===== src/rtl/imm_encoder.sv =====
// RV32I instruction packer: fields + immediate -> 32-bit word, two-stage valid/ready
// pipeline with immediate range checking, sequential byte addressing and an error counter.
module imm_encoder #(
    parameter int          ADDR_W    = 32,
    parameter logic [31:0] BASE_ADDR = 32'h0,
    parameter int          ERR_W     = 8
) (
    input  logic              clk,
    input  logic              rst_n,
    input  logic              clear,
    input  logic              in_valid,
    output logic              in_ready,
    input  logic [6:0]        in_opcode,
    input  logic [4:0]        in_rd,
    input  logic [2:0]        in_funct3,
    input  logic [4:0]        in_rs1,
    input  logic [4:0]        in_rs2,
    input  logic [6:0]        in_funct7,
    input  logic [31:0]       in_imm,
    output logic              out_valid,
    input  logic              out_ready,
    output logic [31:0]       out_instr,
    output logic [ADDR_W-1:0] out_addr,
    output logic              out_err,
    output logic [ERR_W-1:0]  err_count
);

    localparam logic [6:0] OP_JAL    = 7'b1101111;
    localparam logic [6:0] OP_LOAD   = 7'b0000011;
    localparam logic [6:0] OP_IMM    = 7'b0010011;
    localparam logic [6:0] OP_JALR   = 7'b1100111;
    localparam logic [6:0] OP_STORE  = 7'b0100011;
    localparam logic [6:0] OP_BRANCH = 7'b1100011;

    localparam logic [ADDR_W-1:0] BASE = ADDR_W'(BASE_ADDR);

    logic        s1_v;
    logic [31:0] s1_instr;
    logic        s1_err;
    logic [31:0] enc_instr;
    logic        enc_err;
    logic        fits12;
    logic        fits13;
    logic        fits21;
    logic        s2_adv;
    logic        accept;
    logic        out_fire;

    // An immediate fits signed N bits when bits [31:N-1] are all copies of the sign.
    assign fits12 = (&in_imm[31:11]) | ~(|in_imm[31:11]);
    assign fits13 = (&in_imm[31:12]) | ~(|in_imm[31:12]);
    assign fits21 = (&in_imm[31:20]) | ~(|in_imm[31:20]);

    always_comb begin
        enc_instr = {in_funct7, in_rs2, in_rs1, in_funct3, in_rd, in_opcode};
        enc_err   = 1'b0;
        case (in_opcode)
            OP_JAL: begin
                enc_instr = {in_imm[20], in_imm[10:1], in_imm[11], in_imm[19:12], in_rd, in_opcode};
                enc_err   = ~fits21 | in_imm[0];
            end
            OP_LOAD, OP_IMM, OP_JALR: begin
                enc_instr = {in_imm[11:0], in_rs1, in_funct3, in_rd, in_opcode};
                enc_err   = ~fits12;
            end
            OP_STORE: begin
                enc_instr = {in_imm[11:5], in_rs2, in_rs1, in_funct3, in_imm[4:0], in_opcode};
                enc_err   = ~fits12;
            end
            OP_BRANCH: begin
                enc_instr = {in_imm[12], in_imm[10:5], in_rs2, in_rs1, in_funct3,
                             in_imm[4:1], in_imm[11], in_opcode};
                enc_err   = ~fits13 | in_imm[0];
            end
            default: begin
                enc_instr = {in_funct7, in_rs2, in_rs1, in_funct3, in_rd, in_opcode};
                enc_err   = 1'b0;
            end
        endcase
    end

    assign s2_adv   = ~out_valid | out_ready;
    assign in_ready = (~s1_v | s2_adv) & ~clear;
    assign accept   = in_valid & in_ready;
    // A handshake coinciding with clear is dropped, so it must not move the address or count.
    assign out_fire = out_valid & out_ready & ~clear;

    always_ff @(posedge clk or negedge rst_n) begin
        if (!rst_n) begin
            s1_v     <= 1'b0;
            s1_instr <= '0;
            s1_err   <= 1'b0;
        end else if (clear) begin
            s1_v <= 1'b0;
        end else if (~s1_v | s2_adv) begin
            s1_v <= accept;
            if (accept) begin
                s1_instr <= enc_instr;
                s1_err   <= enc_err;
            end
        end
    end

    always_ff @(posedge clk or negedge rst_n) begin
        if (!rst_n) begin
            out_valid <= 1'b0;
            out_instr <= '0;
            out_err   <= 1'b0;
        end else if (clear) begin
            out_valid <= 1'b0;
        end else if (s2_adv) begin
            out_valid <= s1_v;
            if (s1_v) begin
                out_instr <= s1_instr;
                out_err   <= s1_err;
            end
        end
    end

    always_ff @(posedge clk or negedge rst_n) begin
        if (!rst_n) begin
            out_addr  <= BASE;
            err_count <= '0;
        end else if (clear) begin
            out_addr  <= BASE;
            err_count <= '0;
        end else if (out_fire) begin
            out_addr <= out_addr + ADDR_W'(4);
            if (out_err && !(&err_count)) begin
                err_count <= err_count + ERR_W'(1);
            end
        end
    end

endmodule


===== config.mk =====
export PLATFORM = sky130hd
export DESIGN_NAME = imm_encoder
export DESIGN_NICKNAME = d
export VERILOG_FILES = /design/src/rtl/imm_encoder.sv
export SDC_FILE = /design/constraint.sdc
export NUM_CORES = 1
export LEC_CHECK = 0
export ABC_AREA = 1
export CAP_MARGIN = 25
export CORE_UTILIZATION = 57
export CTS_CLUSTER_DIAMETER = 40
export CTS_CLUSTER_SIZE = 24
export DETAILED_ROUTE_END_ITERATION = 10
export DONT_BUFFER_PORTS = 1
export GPL_ROUTABILITY_DRIVEN = 0
export PLACE_DENSITY = 0.75
export SLEW_MARGIN = 25
export SYNTH_ARGS = -nofsm -noshare
export SYNTH_HDL_FRONTEND = slang
export SYNTH_SLANG_ARGS = --single-unit

===== constraint.sdc =====
create_clock -name clk -period 1.9 [get_ports clk]
set_clock_uncertainty 0.2 [all_clocks]
set_input_delay 0.38 -clock clk [delete_from_list [all_inputs] [get_ports clk]]
set_output_delay 0.38 -clock clk [all_outputs]
set_load 0.02 [all_outputs]

==> results of run 1 <==
-- kinds of logic after synthesis --
| kind of cell | Yosys count | synth area share |
|---|---|---|
| compound gates | 110 | 0.1129 |
| flops | 106 | 0.5017 |
| other cells | 1 | 0.0007092 |
| mux | 21 | 0.04472 |
| fa+ha+maj | 2 | 0.004732 |
| simple gates | 294 | 0.2518 |
| buf+inv | 107 | 0.08022 |
| xor+xnor | 2 | 0.003313 |
-- stage by stage --
| stage | TNS (ns) | area (µm²) | worst slack [ns] | hold slack, ns | util |
|---|---|---|---|---|---|
| after global placement | 0 | 5719 | 0.1584 | -0.1130 | 0.6464 |
| after floorplan | 0 | 5294 | 0.01390 | -0.1156 | - |
| after CTS | 0 | 6168 | 0.04528 | -0.5247 | 0.6971 |
| final | 0 | 6291 | 0.06275 | -0.5087 | 0.7110 |
| after global routing | -0.1916 | 6291 | -0.06753 | -0.5318 | 0.7110 |
| after detailed placement | 0 | 5719 | 0.1056 | -0.1136 | 0.6464 |
-- critical path, stage by stage, from the launching register on --
cell	delay [ns]
dfrtp_2	0.40
ha_4	0.14
inv_2	0.04
nor3_4	0.22
nand2_4	0.09
nor2_8	0.16
nand2_4	0.08
inv_4	0.07
nand2_4	0.04
nand2_2	0.07
o21ai_1	0.06
o21ai_1	0.10
inv_1	0.05
-- power by group through the flow --
| stage | logic [W] | registers [W] | clock network (W) |
|---|---|---|---|
| after floorplan | 0.000360 | 0.00295 | 0 |
| after global placement | 0.000435 | 0.00299 | 0 |
| after detailed placement | 0.000462 | 0.00300 | 0 |
| after CTS | 0.000511 | 0.00296 | 0.00145 |
| after global routing | 0.000595 | 0.00299 | 0.00153 |
| final | 0.000522 | 0.00296 | 0.00143 |
-- cell type report --
cell class	count	area [µm²]
Sequential cell	106	2656
Tap cell	108	135.1
Fill cell	687	2557
Multi-Input combinational cell	431	2283
Timing Repair Buffer	81	680.7
Clock inverter	7	75.07
Inverter	89	336.6
Clock buffer	9	123.9
-- placed cells by master (no fill, tap or decap), types with 4 or more instances in the layout --
master and count:
mux2_1 16, nand4_1 14, clkbuf_8 9, nand2_1 137
nor2_4 4, dfrtp_1 103, o21ai_1 34, mux2_2 5
o21ai_0 30, inv_1 77, nand3_1 43, nand2_4 6
nor3_1 14, nor2_1 57, o21a_1 5, dlygate4sd3_1 24
buf_4 56, a21oi_1 26, inv_2 11, nor2_2 8
-- final timing paths --
path / cells past startpoint / startpoint / end / slack, ns
setup / recovery: 12 / out_addr[3] / out_addr[22] / 0.06
hold / removal: 0 / rst_n / out_addr[12] / -0.51
setup reg to reg: 12 / out_addr[3] / out_addr[22] / 0.06
hold reg to reg: 2 / s1_instr[31] / s1_instr[31] / 0.28
max in group asynchronous: 0 / rst_n / s1_instr[31] / 1.83
min in group clk: 4 / in_imm[14] / s1_instr[14] / 0.02
-- registers in the layout, indices dropped and copies added (netlist names) --
register,cells
s1_instr,32
err_count,8
out_instr,32
s1_err,1
out_err,1
s1_v,1
out_addr,30
out_valid,1
-- routing by layer --
| metal | up-vias | track usage | share of wire |
|---|---|---|---|
| met1 | 2170 | 0.3302 | 0.40 |
| met4 | 0 | 0.1022 | 0.012 |
| met5 | - | 0 | 0 |
| met2 | 149 | 0.4778 | 0.51 |
| li1 | 2239 | - | - |
| met3 | 15 | 0.05297 | 0.074 |
-- timing repair --
action,4_1_cts,5_1_grt
hold endpoints to repair,137,106
setup buffers,1,7
endpoints found under the setup margin,1,10
gates cloned,0,0
gates resized for setup,2,17
pin swaps,0,5
==> impl_metrics.csv, run 1 <==
group,metric,value,unit
routing,first_pass_iters,7,
floorplanning,coreArea,8848,µm²
timing,hold_ws,-0.5087,ns
logic_synthesis,synth_flop_cell,"dfrtp_1",
timing,rsz0062_at_grt,"yes",
placed_design,hpwl,9050,µm
min_path,hp-class,"in -> async",
floorplanning,start_util,0.5976,
clock_tree,holdBufCountCts,24,
routing,drtIter0Drc,176,
routing,drc_errors,10,
global_routing,grt_pass1_wl,20780,µm
global_routing,grt_max_degree,107,
power,comb_power_share,0.106,
clock_tree,clkTransAtPathRegs,0.10,ns
power,switching_share,0.3054,
worst_setup_path,worstPathArrival,1.90,ns
logic_synthesis,yosysTopAreaCellShare,0.5017,
cells_and_area,fin_nets,789,
routing,routed-via-count,4573,
logic_synthesis,yosys-top-cells-area,"dfrtp_1 (50%), nand2_1 (9.8%), inv_1 (5.5%)",
worst_setup_path,endpoint_kind,"register",
cells_and_area,final_cells,831,
timing,period_needed,1.837,ns
worst_setup_path,crit_fanout,5,
clock_tree,clock_sinks,106,
clock_tree,clkLatencyLatePin,0.37,ns
routing,wl_per_cell,15.22,µm
floorplanning,fp.dieH,98.32,µm
clock_tree,clock_path_buffers,2,
timing,tightest_slew,0.6696,ns
routing,routed_wl,12650,µm
logic_synthesis,async_reset_ff_frac,1.000,
placed_design,io_buffers,0,
cells_and_area,diodes,0,
logic_synthesis,ys.warnings.count,0,
floorplanning,die_w,98.32,µm
logic_synthesis,syn_avg_cell_area,8.223,µm²
power,internal_power,0.003409,W
routing,via_per_inst,5.503,
logic_synthesis,synth_top_area_cell,"dfrtp_1",
logic_synthesis,ys_seq_area_frac,0.5017,
routing,ant_nets,0,
power,ir_drop,531.2,µV
power,power_frac_seq,0.602,
logic_synthesis,yosys.cell_types.count,37,
logic_synthesis,syn-cell-area,5288,µm²
timing,drv_slew,0,
floorplanning,design.die.area,9666,µm²
floorplanning,rows,34,
global_routing,grt-ovfl-total,0,
timing,fmax,544.3,MHz
cells_and_area,area_growth,18.98,%
global_routing,grt_usage,0.2712,
clock_tree,htree_levels,3,
power,total_power,0.004908,W
logic_synthesis,synthCells,643,
logic_synthesis,synth_edf_count,0,
timing,hold_viol,106,
power,power.density,780.2,nW/µm²
power,clkPwrFrac,0.291,
job,maxCapViolCount,0,
worst_setup_path,worstSetupStartpointType,"register",
power,p_leak,2.997,nW
floorplanning,num_io_pins,144,
clock_tree,numCtsBuffers,9,
power,p_sw,0.001499,W
timing,relSlewSlack,0.5522,
worst_setup_path,critical_path_class,"reg -> reg",
logic_synthesis,synth_seq_cells,106,
timing,period_share,0.9670,
global_routing,antenna_found_initial,0,
clock_tree,clockRootBuffer,"clkbuf_8",
global_routing,grt_pass1_vias,4447,
logic_synthesis,synth_common_cells,"nand2_1 (138), dfrtp_1 (106), inv_1 (78), nor2_1 (61), nand3_1 (45)",
timing,setup_viol,0,
logic_synthesis,synth_most_common_cell,"nand2_1",
status,violations,"DRC, hold timing",
clock_tree,cts_tree,"built",
status,status,"finished with violations",
cells_and_area,layout-drive-gt1-share,0.1687,
placed_design,placed_cells,783,
worst_setup_path,crit_required,1.97,ns
Power figures use the tool's default switching activity.
==> inputs of run 2 (changes only) <==
--- a/config.mk
+++ b/config.mk
@@ -9,7 +9,6 @@
 export CAP_MARGIN = 25
 export CORE_UTILIZATION = 57
 export CTS_CLUSTER_DIAMETER = 40
-export CTS_CLUSTER_SIZE = 24
 export DETAILED_ROUTE_END_ITERATION = 10
 export DONT_BUFFER_PORTS = 1
 export GPL_ROUTABILITY_DRIVEN = 0
==> results of run 2 <==
No change in the layout: final DEF, timing and power equal those of run 1.
==> inputs of run 3 (changes only) <==
==> constraint.sdc (replaced) <==
create_clock -name clk -period 1.9 [get_ports clk]
set_clock_uncertainty 0.2 [all_clocks]
set_input_delay 0.19 -clock clk [delete_from_list [all_inputs] [get_ports clk]]
set_output_delay 0.19 -clock clk [all_outputs]
set_load 0.02 [all_outputs]
==> run 3 against run 2 <==
The flow still finishes with violations (DRC, hold timing); fmax shrank 0.19%; sequential share of layout area decreased by 1.4 points; first-iteration DRC count is 31% higher; critical endpoint unchanged; cell area is 3.4% higher; sequential power barely moved; worst hold slack worse by 0.19 ns; critical path type unchanged; register-to-register slack about the same; sequential cell count stayed put; die area unchanged; largest power group unchanged; setup slack got worse by 0.0035 ns; count of clock-buffer cells in the layout rose by 1; critical path depth unchanged.
==> impl_metrics.csv, run 3 (synthesized netlist as in run 1, its figures left out) <==
group,metric,value,unit
global_routing,antenna_found_initial,0,
timing,period_needed,1.841,ns
floorplanning,fp.dieH,98.32,µm
worst_setup_path,worstSetupStartpointType,"register",
clock_tree,clock_sinks,106,
worst_setup_path,crit_slowest_cell,"dfrtp_2",
worst_setup_path,r2r_cells,12,
timing,rsz0062_at_grt,"yes",
clock_tree,cts_tree,"built",
cells_and_area,reg.largest.list,"out_instr x32, s1_instr x32, out_addr x30",
timing,tns,0,ns
timing,fmax,543.2,MHz
worst_setup_path,crit_buf_inv,3,
floorplanning,num_io_pins,144,
clock_tree,clockRootBuffer,"clkbuf_8",
worst_setup_path,crit_fanout,4,
cells_and_area,fin_nets,817,
routing,routed_wl,13760,µm
placed_design,io_buffers,0,
clock_tree,clkTransAtPathRegs,0.10,ns
cells_and_area,ff_latch_area,2658,µm²
floorplanning,rows,34,
clock_tree,holdBufCountCts,57,
timing,setup_viol,0,
clock_tree,clock_path_buffers,2,
routing,ant_nets,0,
worst_setup_path,cp_top_family,"simple AND/OR/NAND/NOR gates",
worst_setup_path,cp.depth,12,
cells_and_area,diodes,0,
worst_setup_path,crit_required,1.96,ns
worst_setup_path,endpoint_kind,"register",
cells_and_area,final_core_utilization,0.7354,
cells_and_area,layout_commonest_cell,"nand2_1",
worst_setup_path,critical_path_class,"reg -> reg",
power,ir_drop,512.4,µV
floorplanning,die_w,98.32,µm
cells_and_area,fill_cells,657,
worst_setup_path,crit_chain,"ha_4, inv_2, nor3_4, nand2_4, nor2_8, nand2_4, inv_2, nand2_2, nand2_2, o21ai_1, o21ai_1, inv_1",
routing,wl_per_cell,16.04,µm
routing,via_per_inst,5.657,
clock_tree,numCtsBuffers,9,
clock_tree,htree_levels,3,
global_routing,grt_max_degree,107,
timing,hold_ws,-0.6943,ns
timing,drv_slew,0,
status,violations,"DRC, hold timing",
clock_tree,clkLatencyLatePin,0.36,ns
timing,hold_viol,106,
floorplanning,start_util,0.5976,
worst_setup_path,reg2reg_from,"out_addr[2]",
worst_setup_path,crit_start,"out_addr[2]",
placed_design,hpwl,9094,µm
global_routing,grt-ovfl-total,0,
worst_setup_path,rrSetupSlack,0.06,ns
cells_and_area,final_cell_mix,"nand2_1 (138), dfrtp_1 (102), inv_1 (77), nor2_1 (60), dlygate4sd3_1 (57)",
routing,routed-via-count,4854,
timing,tightest_slew,0.7206,ns
global_routing,grt_pass1_wl,22740,µm
floorplanning,design.die.area,9666,µm²
job,maxCapViolCount,0,
cells_and_area,layout-drive-gt1-share,0.1467,
global_routing,grt_usage,0.3004,
power,power.density,742.4,nW/µm²
routing,first_pass_iters,8,
worst_setup_path,worstPathArrival,1.90,ns
timing,relSlewSlack,0.5180,
worst_setup_path,max_stage_delay,0.42,ns
cells_and_area,multi_input_area,2240,µm²
routing,drtIter0Drc,231,
worst_setup_path,rr_endpoint,"out_addr[22]",
cells_and_area,area_growth,23.07,%
worst_setup_path,crit_path_end,"out_addr[22]",
global_routing,grt_pass1_vias,4846,
timing,period_share,0.9688,
power,p_leak,3.070,nW
floorplanning,coreArea,8848,µm²
status,status,"finished with violations",
min_path,hp-class,"in -> async",
routing,drc_errors,10,
run 3: how the worst min path moves through the flow:
stage	endpoint	slack (ns)
3_5_place_dp	out_addr[14]	-0.30
2_1_floorplan	err_count[0]	-0.31
3_3_place_gp	out_addr[13]	-0.30
6_report	out_addr[14]	-0.69
4_1_cts	out_addr[14]	-0.71
5_1_grt	out_addr[14]	-0.72
run 3: routing by layer:
| layer | up-vias | GRT usage | part of all wire |
|---|---|---|---|
| met3 | 35 | 0.06156 | 0.080 |
| met1 | 2311 | 0.3693 | 0.39 |
| li1 | 2296 | - | - |
| met5 | - | 0 | 0 |
| met2 | 212 | 0.5152 | 0.50 |
| met4 | 0 | 0.1297 | 0.029 |
run 3: layout make-up:
| type | count | area share |
|---|---|---|
| flip-flops and latches | 106 | 0.4084 |
| multi-input cells | 431 | 0.3442 |
| repair buffers | 109 | 0.1482 |
| inverters | 89 | 0.05134 |
| clock buffers | 10 | 0.02115 |
| well taps | 108 | 0.02077 |
| clock inverters | 5 | 0.005960 |
run 3: stage by stage:
step	total power [W]	setup slack [ns]	std cells	cell area, µm²	hold slack (ns)
after detailed placement	0.003462	0.1008	783	5707	-0.3037
after global routing	0.005068	-0.02563	858	6507	-0.7234
after floorplan	0.003306	0.01390	644	5294	-0.3056
final	0.004831	0.05920	858	6507	-0.6943
after CTS	0.004853	0.01232	855	6454	-0.7082
after global placement	0.003428	0.1835	783	5707	-0.3031
run 3: power by group:
| group | leakage, nW | switching, W | internal, W |
|---|---|---|---|
| combinational | 1.65 | 0.000291 | 0.000287 |
| clock | 0.0891 | 0.000776 | 0.000516 |
| sequential | 1.33 | 0.000423 | 0.00254 |
| total | 3.07 | 0.00149 | 0.00334 |
run 3: timing repair:
action	CTS	global route
resized for setup	0	9
hold endpoints to repair	156	106
setup buffers	0	3
setup endpoints to repair	0	14
